--- src/rtl/mux_n_pipe.sv ---
`default_nettype none
// ============================================================================
// Module   : mux_n_pipe
// Brief    : N-input registered selector with valid/ready output stage and a
//            one-entry skid buffer. Optional macro MUX_N_PIPE_SELCHK_EN adds a
//            sticky out-of-range selector flag (sel_err).
// Revision : 1.0 - initial release
// ============================================================================
module mux_n_pipe #(
    parameter  int WIDTH  = 32,
    parameter  int NUM_IN = 4,
    localparam int SEL_W  = (NUM_IN > 1) ? $clog2(NUM_IN) : 1
) (
    input  logic                    clk,
    input  logic                    reset,
    input  logic [NUM_IN*WIDTH-1:0] in_data,
    input  logic [SEL_W-1:0]        selector,
    input  logic                    in_valid,
    output logic                    in_ready,
    output logic [WIDTH-1:0]        out_data,
    output logic                    out_valid,
    input  logic                    out_ready
`ifdef MUX_N_PIPE_SELCHK_EN
    ,
    output logic                    sel_err
`endif
);

    logic [WIDTH-1:0] r_out_data;
    logic             r_out_valid;
    logic [WIDTH-1:0] r_skid_data;
    logic             r_skid_valid;
    logic [WIDTH-1:0] w_sel_word;
    logic             w_sel_oob;
    logic             w_accept;
    logic             w_drain;

    // Out-of-range selectors match no input, leaving the word at zero.
    always_comb begin
        w_sel_word = '0;
        w_sel_oob  = 1'b1;
        for (int k = 0; k < NUM_IN; k++) begin
            if (selector == SEL_W'(k)) begin
                w_sel_word = in_data[k*WIDTH +: WIDTH];
                w_sel_oob  = 1'b0;
            end
        end
    end

    assign w_accept  = in_valid & in_ready;
    assign w_drain   = r_out_valid & out_ready;
    assign in_ready  = ~r_skid_valid;
    assign out_data  = r_out_data;
    assign out_valid = r_out_valid;

    always_ff @(posedge clk or posedge reset) begin
        if (reset) begin
            r_out_data   <= '0;
            r_out_valid  <= 1'b0;
            r_skid_data  <= '0;
            r_skid_valid <= 1'b0;
        end else if (!r_out_valid) begin
            if (w_accept) begin
                r_out_data  <= w_sel_word;
                r_out_valid <= 1'b1;
            end
        end else if (r_skid_valid) begin
            // Full: only a drain can happen, the skid word moves forward.
            if (w_drain) begin
                r_out_data   <= r_skid_data;
                r_skid_valid <= 1'b0;
            end
        end else begin
            if (w_accept && w_drain) begin
                r_out_data <= w_sel_word;
            end else if (w_accept) begin
                r_skid_data  <= w_sel_word;
                r_skid_valid <= 1'b1;
            end else if (w_drain) begin
                r_out_valid <= 1'b0;
            end
        end
    end

`ifdef MUX_N_PIPE_SELCHK_EN
    logic r_sel_err;

    always_ff @(posedge clk or posedge reset) begin
        if (reset) begin
            r_sel_err <= 1'b0;
        end else if (w_accept && w_sel_oob) begin
            r_sel_err <= 1'b1;
        end
    end

    assign sel_err = r_sel_err;
`else
    logic w_unused_oob;
    assign w_unused_oob = w_sel_oob;
`endif

endmodule
`default_nettype wire
--- config.mk ---
export PLATFORM = sky130hd
export DESIGN_NAME = mux_n_pipe
export DESIGN_NICKNAME = d
export VERILOG_FILES = /design/src/rtl/mux_n_pipe.sv
export SDC_FILE = /design/constraint.sdc
export NUM_CORES = 1
export LEC_CHECK = 0
export ABC_CLOCK_PERIOD_IN_PS = 2100
export BUFFER_PORTS_ARGS = -buffer_cell sky130_fd_sc_hd__buf_4
export CORE_ASPECT_RATIO = 1.4
export CORE_MARGIN = 5
export CORE_UTILIZATION = 42
export CTS_CLUSTER_DIAMETER = 30
export CTS_CLUSTER_SIZE = 10
export DETAILED_ROUTE_END_ITERATION = 8
export GPL_TIMING_DRIVEN = 0
export HOLD_SLACK_MARGIN = 0.12
export PLACE_DENSITY = 0.82
export SETUP_SLACK_MARGIN = 0.2
export SLEW_MARGIN = 20
export SYNTH_ARGS = -nofsm -noshare
export SYNTH_HDL_FRONTEND = slang
export SYNTH_SLANG_ARGS = --single-unit
--- constraint.sdc ---
create_clock -name clk -period 2.1 [get_ports clk]
set_clock_uncertainty 0.2 [all_clocks]
set_input_delay 0.105 -clock clk [delete_from_list [all_inputs] [get_ports clk]]
set_output_delay 0.105 -clock clk [all_outputs]
set_load 0.01 [all_outputs]
==> impl_summary.md, run 1 <==
Status
The flow did not finish. Progress stopped at clock tree synthesis. The tool reported: "[ERROR RSZ-0060] Max buffer count reached".

Yosys
The library cell with the largest summed area after synthesis is sky130_fd_sc_hd__dfrtp_1. Counting flops with an async set or reset pin after synthesis yields a share of 100%. The most used flip-flop cell after synthesis is sky130_fd_sc_hd__dfrtp_1. The flip-flop and latch count after synthesis is 66. The count of mapped cells out of synthesis is 234.

The synthesized area per cell is about 15 um2. The number of distinct library cell variants in the gate-level netlist after synthesis is 19. The synthesized netlist occupies a cell area of approximately 0.0036 mm2.

The warning count from the yosys run is 0. The synthesized design contains 0 enable-type register cells. The library cell with the highest instance count after synthesis is sky130_fd_sc_hd__dfrtp_1.

The portion of synthesized cell area occupied by the leading cell type is 46.4%. By area the synthesized netlist is led by sky130_fd_sc_hd__dfrtp_1 (46%), sky130_fd_sc_hd__mux4_2 (19%), sky130_fd_sc_hd__mux2_2 (10%). The sequential area share after synthesis is 46.4%. The number of nets in the synthesized netlist is 368. In the synthesized netlist, the cells that appear most often are sky130_fd_sc_hd__dfrtp_1 (66), sky130_fd_sc_hd__a221o_1 (32), sky130_fd_sc_hd__and4_1 (32), sky130_fd_sc_hd__mux2_2 (32), sky130_fd_sc_hd__mux4_2 (30).

Clock tree
The cell sitting at the root of the clock tree is a sky130_fd_sc_hd__clkbuf_16. The post-CTS setup repair buffer count is 0. In this run the deepest clock path goes through 2 buffers. The sink count of the clock tree is 66. The H-tree generated during clock tree synthesis spans 3 levels. The total CTS buffers is 9. The number of hold buffers added after CTS was 105. After clock tree synthesis, the repair step resized 4 gates.

Floorplanning
Once the floorplan was initialized, standard cells occupied 43.2% of the core. The chip width is 87.8 um. The floorplan has 39 rows. Pin placement for this block handled approximately 170 I/O pins. Measured along the y axis, the die boundary spans about 120 um.

Place
The congestion estimate from routability-driven global placement came to 0.764. The half-perimeter wire length of the detailed placement result is 8330 um. During placement, the flow inserted port buffers numbering 166.
cell families after synthesis:
| family | count (synthesis) | synth area share (%) |
|---|---|---|
| AO/OA/AOI/OAI | 37 | 10.1 |
| buffers and inverters | 31 | 4.39 |
| flip-flops | 66 | 46.4 |
| multiplexers | 64 | 30.6 |
| AND/OR/NAND/NOR | 36 | 8.54 |
through the flow:
| step | cells | hold slack [ns] | util, % | setup WS (ns) | area (um2) |
|---|---|---|---|---|---|
| after floorplan | 234 | 0.0490 | - | 0.336 | 3560 |
| after global placement | 502 | 0.226 | 59.9 | 0.124 | 4940 |
| after detailed placement | 503 | 0.0544 | 60.1 | 0.0688 | 4960 |
==> run 2: changes to the inputs <==
==> config.mk (replaced) <==
export PLATFORM = sky130hd
export DESIGN_NAME = mux_n_pipe
export DESIGN_NICKNAME = d
export VERILOG_FILES = /design/src/rtl/mux_n_pipe.sv
export SDC_FILE = /design/constraint.sdc
export NUM_CORES = 1
export LEC_CHECK = 0
export ABC_CLOCK_PERIOD_IN_PS = 2700
export BUFFER_PORTS_ARGS = -buffer_cell sky130_fd_sc_hd__buf_4
export CORE_MARGIN = 5
export CORE_UTILIZATION = 31
export DETAILED_ROUTE_END_ITERATION = 8
export GPL_TIMING_DRIVEN = 0
export PLACE_DENSITY_LB_ADDON = 0.15
export SLEW_MARGIN = 20
export SYNTH_ARGS = -nofsm -noshare
export SYNTH_HDL_FRONTEND = slang
export SYNTH_SLANG_ARGS = --single-unit
==> constraint.sdc (replaced) <==
create_clock -name clk -period 2.7 [get_ports clk]
set_clock_uncertainty 0.2 [all_clocks]
set_input_delay 0.135 -clock clk [delete_from_list [all_inputs] [get_ports clk]]
set_output_delay 0.135 -clock clk [all_outputs]
set_load 0.01 [all_outputs]
==> run 2 against run 1 <==
The run now ends clean. Area after synthesis stayed put. Synthesized cell count stayed put.
==> impl_summary.md, run 2 <==
Drt
The residual antenna-violating net count after detailed routing is 0. For this run, design rule violations remaining after detail routing come to 0. The average via count per standard cell is 5.17. After the first detailed-routing iteration, the DRC count stood at 82. The first-pass iteration count of the detailed router is 6. Summing over every cut layer, the via total after detailed routing is between 2000 and 3000. The average routed wire per standard cell is between 15 and 20 um. The routed wire length is around 11000 um.

Floorplanning
In this run the standard cell core region covers 0.0113 mm2. The number of ports placed on the die boundary is 168 (unchanged). The site row count is 39 (unchanged). The height of the chip is 117 um (-1.5%). The area of the die is ~0.014 mm2. The initial core utilization was 31.5% (-12 points).

The chip width came to 117 um (+33%).

STA
Once routing completed, OpenROAD measured the worst setup slack at about 0.67 ns. The final max-slew violation count is 0. Setup repair after global routing left no endpoint under its margin. The ratio of final minimum period to clock period is 75.3%. The slew at the pin closest to its max-slew limit is 0.690 ns. The post-route worst hold slack is 0.0724 ns. For this run, the top clock speed supported by timing is 492 MHz.

The final critical delay including setup and external delays is a little over 2 ns. The hold violation total from the final report was 0. Summed over all failing endpoints, the final setup total negative slack is 0 ns.

The relative slew slack is 54.0%. Setup violations remaining at the end of the flow were counted as 0.

Clock tree
The post-cts resize count is 0 (-4). The clock tree from TritonCTS is done. The clock slew seen by the registers of the worst setup and hold paths is 0.05 ns.

The latest clock arrival within the worst-skew pair is 0.32 ns. The hold buffer count at cts is 3 (-97%). The total CTS buffers is 9 (unchanged). The post-CTS setup repair buffer count was 0 (unchanged).

The maximum clock path buffer count is 2 (unchanged). The tree is rooted in a sky130_fd_sc_hd__clkbuf_16. The sink count of the clock tree is 66 (unchanged). The level count of the clock H-tree was 3 (unchanged).

Layout
In the layout the commonest cells are sky130_fd_sc_hd__buf_4 (166), sky130_fd_sc_hd__dfrtp_1 (66), sky130_fd_sc_hd__mux2_2 (32), sky130_fd_sc_hd__and4_1 (32), sky130_fd_sc_hd__a221o_1 (32). The leading cell type in the layout, fill and taps excluded is sky130_fd_sc_hd__buf_4. The proportion of layout cells with a drive suffix above 1 is ~62%. The number of diodes is 0. The layout overhead on the synthesized area is 49.1%. At the end of the flow the core is filled with cells to 46.9%.

In the final design database the tool counted 549 nets. The post-layout instance count excluding filler cells is roughly 560.

Status
The run finished with clean final reports.

Setup path
Among the stages of the critical path, the cell type that occurs most often is sky130_fd_sc_hd__buf_2. The critical path endpoint category is a flop. The cell with the largest stage delay on the worst path is sky130_fd_sc_hd__mux2_2. The critical path class is reg -> reg. The number of buffers and inverters on the critical path is 2. The signal on the critical path passes through buf_2 -> nand2_1 -> nor3_2 -> buf_2 -> mux2_2.

Of all nets on the critical path, the largest fanout is 10. The startpoint of the worst register-to-register path is out_valid. In this run the worst setup path begins at out_valid. The cell family contributing the most delay on the critical path is buffers and inverters. The worst stage delay on the critical path is between 0.3 and 0.4 ns. At the worst endpoint, the arrival time is 2.04 ns. STA puts the critical path data required time at 2.70 ns. STA classifies the critical path startpoint as a flop.

Yosys
The flip-flop and latch count after synthesis came to 66 (unchanged). Ranked by total cell area, the synthesized netlist is headed by sky130_fd_sc_hd__dfrtp_1 (46%), sky130_fd_sc_hd__mux4_2 (19%), sky130_fd_sc_hd__mux2_2 (10%). The most used flip-flop cell after synthesis is sky130_fd_sc_hd__dfrtp_1.

The library cell with the highest instance count after synthesis is sky130_fd_sc_hd__dfrtp_1. The number of nets in the synthesized netlist was 368 (unchanged). The portion of netlist area occupied by mux cells is 30.6% (unchanged). The number of distinct library cell variants in the gate-level netlist after synthesis was 19 (unchanged). The area share of and/or/nand/nor cells after synthesis is 8.54% (unchanged). The main combinational cell family by area after synthesis is multiplexers. The synthesized area per cell is 15.2 um2 (unchanged).

The warning count from the yosys run was 0 (unchanged). The fraction of synthesized cell area in xor and xnor cells was 0% (unchanged). Sorting the synthesized cells by how often they occur yields sky130_fd_sc_hd__dfrtp_1 (66), sky130_fd_sc_hd__a221o_1 (32), sky130_fd_sc_hd__and4_1 (32), sky130_fd_sc_hd__mux2_2 (32), sky130_fd_sc_hd__mux4_2 (30). The portion of synthesized cell area occupied by the leading cell type is 46.4% (unchanged).

The largest total area in the synthesized netlist belongs to sky130_fd_sc_hd__dfrtp_1. The count of mapped cells out of synthesis was 234 (unchanged). The cell area after synthesis is 0.00356 mm2 (unchanged). The adder-cell area share of the yosys netlist is 0% (unchanged).

The compound-cell area share of the yosys netlist came to 10.1% (unchanged). The sequential area share after synthesis came to 46.4% (unchanged). The fraction of registers with async set or reset after synthesis is 100% (unchanged).

The number of enable-type register cells in the synthesized netlist was 0 (unchanged).

Place
The placed cell count was 544 (+8.2%). The count of port buffers added during placement was 166 (unchanged). The half-perimeter wire length of the detailed placement result came to 8110 um (-2.7%). The post-place setup slack is 0.633 ns (+0.564 ns). The final RePlAce weighted congestion is 0.725 (-5.1%).

Min path
In this run the most critical hold path is launched from in_data[26]. The class of the worst hold path is in -> reg.

Pwr
The power density relative to cell area is 880 mW/mm2. The switching share of total power is between 30% and 40%. The internal power summed over all cells is 3.19 mW.

Combinational logic burns 40.8% of the power. Across the VDD grid, the largest voltage drop is 0.326 mV. The net load switching power is ~1.5 mW. Per report_power, the clock group accounts for 22.5% of the total. Sequential cells account for 36.7% of the total power. Summed over all cells, the static leakage comes to 2.44 nW.

Global routing
The initial antenna violation count is 0. The global-route usage over all layers is between 15 and 20%. The first-pass GRT wire length is about 16000 um.

The pin count of the biggest net entering global routing is 36. The number of global-route vias before repair is 3104. The total congestion overflow after global routing is 0.

Job
The tool flagged a number of max-cap violations equal to 0.
==> run 2: logic make-up (layout without fill, tap and decap cells) <==
logic type / count (synthesis) / after routing
AND/OR/NAND/NOR: 36 / 36
flip-flops: 66 / 66
multiplexers: 64 / 64
AO/OA/AOI/OAI: 37 / 37
buffers and inverters: 31 / 216
==> run 2: layout make-up <==
type	count	area (um2)
clock buffer	12	256
fill	1033	6010
buffer	27	141
multi-input combinational	137	1750
sequential	66	1650
inverter	4	17.5
tap	143	179
timing repair buffer	170	1300
clock inverter	3	15.0
==> run 2: per-stage QoR <==
step / area (um2) / total power, mW
after floorplan: 3560 / 2.80
after global placement: 4990 / 3.62
after detailed placement: 5010 / 3.67
after CTS: 5310 / 4.75
after global routing: 5310 / 4.99
final: 5310 / 4.67
==> run 2: path summary, 6_finish.rpt <==
| check | endpoint | slack [ns] | cells past startpoint |
|---|---|---|---|
| max reg2reg | r_skid_data[4] | 0.67 | 5 |
| min | out_data[26] | 0.07 | 3 |
| min in group asynchronous | out_data[19] | 0.18 | 3 |
| max | r_skid_data[4] | 0.67 | 5 |
| max in group asynchronous | r_skid_data[6] | 1.58 | 4 |
| min reg2reg | r_skid_data[29] | 0.29 | 1 |
==> run 2: worst reg2reg max path, stage by stage (launching register included) <==
cell	delay, ns
sky130_fd_sc_hd__dfrtp_1	0.34
sky130_fd_sc_hd__buf_2	0.21
sky130_fd_sc_hd__nand2_1	0.10
sky130_fd_sc_hd__nor3_2	0.34
sky130_fd_sc_hd__buf_2	0.36
sky130_fd_sc_hd__mux2_2	0.37
==> run 2: power by group through the flow <==
stage | combinational (mW) | clock, mW | sequential (mW)
after floorplan | 1.01 | 0 | 1.79
after global routing | 2.08 | 1.12 | 1.78
final | 1.90 | 1.05 | 1.72
after CTS | 1.94 | 1.09 | 1.72
after global placement | 1.91 | 0 | 1.71
after detailed placement | 1.94 | 0 | 1.74
==> run 2: per-layer routing <==
| layer | vias to the layer above | GRT usage (%) | wire, um | share of wire (%) |
|---|---|---|---|---|
| li1 | 1347 | - | - | - |
| met1 | 1439 | 18.8 | 4240 | 40 |
| met2 | 107 | 27.6 | 5400 | 51 |
| met3 | 13 | 3.08 | 752 | 7.1 |
| met4 | 0 | 5.73 | 146 | 1.4 |
| met5 | - | 0 | 0 | 0 |
Power figures use the tool's default switching activity.
==> run 3: changes to the inputs <==
--- a/config.mk
+++ b/config.mk
@@ -5,7 +5,7 @@
 export SDC_FILE = /design/constraint.sdc
 export NUM_CORES = 1
 export LEC_CHECK = 0
-export ABC_CLOCK_PERIOD_IN_PS = 2700
+export ABC_CLOCK_PERIOD_IN_PS = 1900
 export BUFFER_PORTS_ARGS = -buffer_cell sky130_fd_sc_hd__buf_4
 export CORE_MARGIN = 5
 export CORE_UTILIZATION = 31
==> constraint.sdc (replaced) <==
create_clock -name clk -period 1.9 [get_ports clk]
set_clock_uncertainty 0.2 [all_clocks]
set_input_delay 0.095 -clock clk [delete_from_list [all_inputs] [get_ports clk]]
set_output_delay 0.095 -clock clk [all_outputs]
set_load 0.01 [all_outputs]
==> run 3 against run 2 <==
Total power is 45% higher. Core utilization is 0.84 points higher. Fmax increased by 12%. Setup slack worse by 0.58 ns. Register-to-register slack worse by 0.58 ns. Clock power up 44%. Global-route usage up 0.26 points. Sequential power rose by 41%. First-iteration DRC count increased by 32%. Critical path type unchanged. Largest power group unchanged.
==> impl_summary.md, run 3 (synthesis gave the netlist of run 2 again) <==
Status
The run finished with clean final reports.

Clock tree
The clock slew seen by the registers of the worst setup and hold paths is 0.06 ns (about the same). The level count of the clock H-tree was 3 (unchanged). The maximum clock path buffer count is 2 (unchanged). The tree is rooted in a sky130_fd_sc_hd__clkbuf_16. The sink count of the clock tree is 66 (unchanged). The clock tree from TritonCTS is done. The total CTS buffers is 9 (unchanged). The latest clock arrival within the worst-skew pair was 0.32 ns (about the same).

STA
The final max-slew violation count is 0 (unchanged). Setup repair after global routing left no endpoint under its margin. The relative slew slack is 57.4% (+3.4 points).

The minimum setup slack in the final design is 0.0863 ns (-0.581 ns). The hold violation total from the final report is 0 (unchanged). The final-report setup violation count is 0 (unchanged). The slew at the pin closest to its max-slew limit was 0.640 ns (-0.0504 ns). The ratio of final minimum period to clock period is 95.5% (+20 points). The upper clock frequency limit came to 551 MHz (+12%).

The final critical delay including setup and external delays is 1.81 ns (-0.219 ns).

Place
The count of port buffers added during placement was 166 (unchanged). The placed cell count is 545 (+0.18%). The post-place setup slack is -0.184 ns (-0.817 ns).

The placement-stage cell area was 0.00503 mm2 (+0.42%). The half-perimeter wire length of the detailed placement result is 8120 um (+0.20%). The final RePlAce weighted congestion is 0.723 (-0.28%).

Drt
The routed wire length is 10600 um (+0.72%). The average routed wire per standard cell is 18.6 um (-0.52%). The number of DRC violations after detailed-routing iteration 0 is 108 (+32%). The residual antenna-violating net count after detailed routing is 0 (unchanged). The routed via count was 3004 (+3.4%). The average via count per standard cell was 5.28 (+2.1%).

The first-pass iteration count of the detailed router is 4 (-2). The post-detailed-route DRC marker count is 0 (unchanged).

Layout
The layout overhead on the synthesized area is 51.8%. The post-layout instance count excluding filler cells is 569 (+1.2%). The number of diodes is 0 (unchanged). The top cell types in the final layout, fill and taps aside, are sky130_fd_sc_hd__buf_4 (172), sky130_fd_sc_hd__dfrtp_1 (66), sky130_fd_sc_hd__mux2_2 (32), sky130_fd_sc_hd__and4_1 (32), sky130_fd_sc_hd__a221o_1 (32).

The final cell area excluding filler cells is 0.00541 mm2 (+1.8%). The post-route core utilization is 47.7% (+0.84 points). Leaving out fill and tap cells, the most frequent cell in the layout is sky130_fd_sc_hd__buf_4. The number of nets in the layout is 555 (+1.1%). The proportion of layout cells with a drive suffix above 1 is 63.6% (+1.8 points).

Setup path
The worst path arrival time is 1.81 ns (-0.23 ns). The worst path required time is 1.90 ns (-0.80 ns). The worst setup path is launched from a flop. The worst setup slack for register-to-register paths is 0.09 ns (-0.58 ns). The maximum fanout along the worst path is 10 (unchanged).

The critical path class is reg -> reg. The critical path endpoint category is a flop.

Pwr
The net load switching power was 2.18 mW (+48%). The power density relative to cell area is 1250 mW/mm2 (+42%). The maximum resistive drop on vdd is 0.470 mV (+44%). The relative contribution of the clock network to total power came to 22.3% (-0.2 points). The portion of total power attributed to combinational logic is 41.8% (+1.0 points). The sequential group share of total power is 35.9% (-0.8 points). The standby leakage power is 2.48 nW (+1.7%).

The switching share of total power is 32.3% (+0.57 points). The total power consumption of the routed design is 6.77 mW (+45%). The internal power summed over all cells is 4.59 mW (+44%).

Global routing
The number of global-route vias before repair is 3127 (+0.74%). The first-pass GRT wire length is 16700 um (+2.8%). The initial antenna violation count was 0 (unchanged). The total congestion overflow after global routing is 0 (unchanged). The global-route usage over all layers is 15.9% (+0.26 points). The pin count of the biggest net entering global routing is 31 (-14%).

Min path
The class of the worst hold path is in -> reg.

Floorplanning
The area inside the core boundary is 0.0113 mm2 (unchanged). The height of the chip is 117 um (unchanged). The number of ports placed on the die boundary is 168 (unchanged). The chip width is 117 um (unchanged). The site row count is 39 (unchanged). The area of the die was 0.0137 mm2 (unchanged). The initial core utilization is 31.5% (unchanged).

Job
The count of max-cap constraint violations was 0 (unchanged).
[run 3: cell count changes in the layout (fill, tap and decap cells not counted), moves of 3 or more]
cell,previous run,this run
sky130_fd_sc_hd__buf_2,8,4
sky130_fd_sc_hd__buf_4,166,172
sky130_fd_sc_hd__buf_6,4,7
sky130_fd_sc_hd__clkbuf_1,15,11
sky130_fd_sc_hd__clkbuf_2,0,4
sky130_fd_sc_hd__clkinvlp_4,0,3
[run 3: metal layers]
metal	vias up	GRT usage, %	routed length (um)
met5	-	0	0
met4	0	5.89	206
met3	13	3.29	828
met2	114	26.5	5190
met1	1516	20.3	4390
li1	1361	-	-
[run 3: power by group through the flow]
stage | clock (mW) | sequential [mW] | combinational, mW
after global routing | 1.62 | 2.51 | 3.10
after global placement | 0 | 2.43 | 2.73
after detailed placement | 0 | 2.45 | 2.80
after CTS | 1.54 | 2.43 | 2.84
after floorplan | 0 | 2.54 | 1.44
final | 1.51 | 2.43 | 2.83
[run 3: final timing paths]
| check | from | to | cells after the start |
|---|---|---|---|
| setup / recovery | r_skid_valid | out_data[22] | 4 |
| hold / removal | in_data[24] | out_data[24] | 3 |
| setup reg to reg | r_skid_valid | out_data[22] | 4 |
| hold reg to reg | r_skid_data[13] | r_skid_data[13] | 1 |
| max in group asynchronous | reset | out_data[30] | 4 |
| min in group asynchronous | reset | out_data[16] | 3 |
[run 3: per-stage QoR]
stage	TNS (ns)	hold slack, ns
2_1_floorplan	0	0.0390
3_3_place_gp	-5.25	0.223
3_5_place_dp	-6.91	-0.108
4_1_cts	0	0.0316
5_1_grt	0	0.0428
6_report	0	0.0393
[run 3: cell type report]
class,instances,area [um2]
multi-input combinational,137,1760
buffer,27,164
fill,1045,5920
inverter,4,18.8
timing repair buffer,176,1360
sequential,66,1650
tap,143,179
clock buffer,11,243
clock inverter,5,30.0
[run 3: timing repair]
| action | CTS | global route |
|---|---|---|
| resized for setup | 10 | 3 |
| setup endpoints to repair | 55 | 10 |
| hold endpoints to repair | 68 | 0 |
| pin swaps | 0 | 1 |
| buffers inserted | 2 | 3 |
| hold buffers | 3 | 0 |
[run 3: critical path, cell delays in order, from the launching register on]
cell	delay (ns)
sky130_fd_sc_hd__dfrtp_1	0.41
sky130_fd_sc_hd__buf_2	0.26
sky130_fd_sc_hd__o22ai_2	0.17
sky130_fd_sc_hd__clkbuf_2	0.25
sky130_fd_sc_hd__a221o_1	0.40
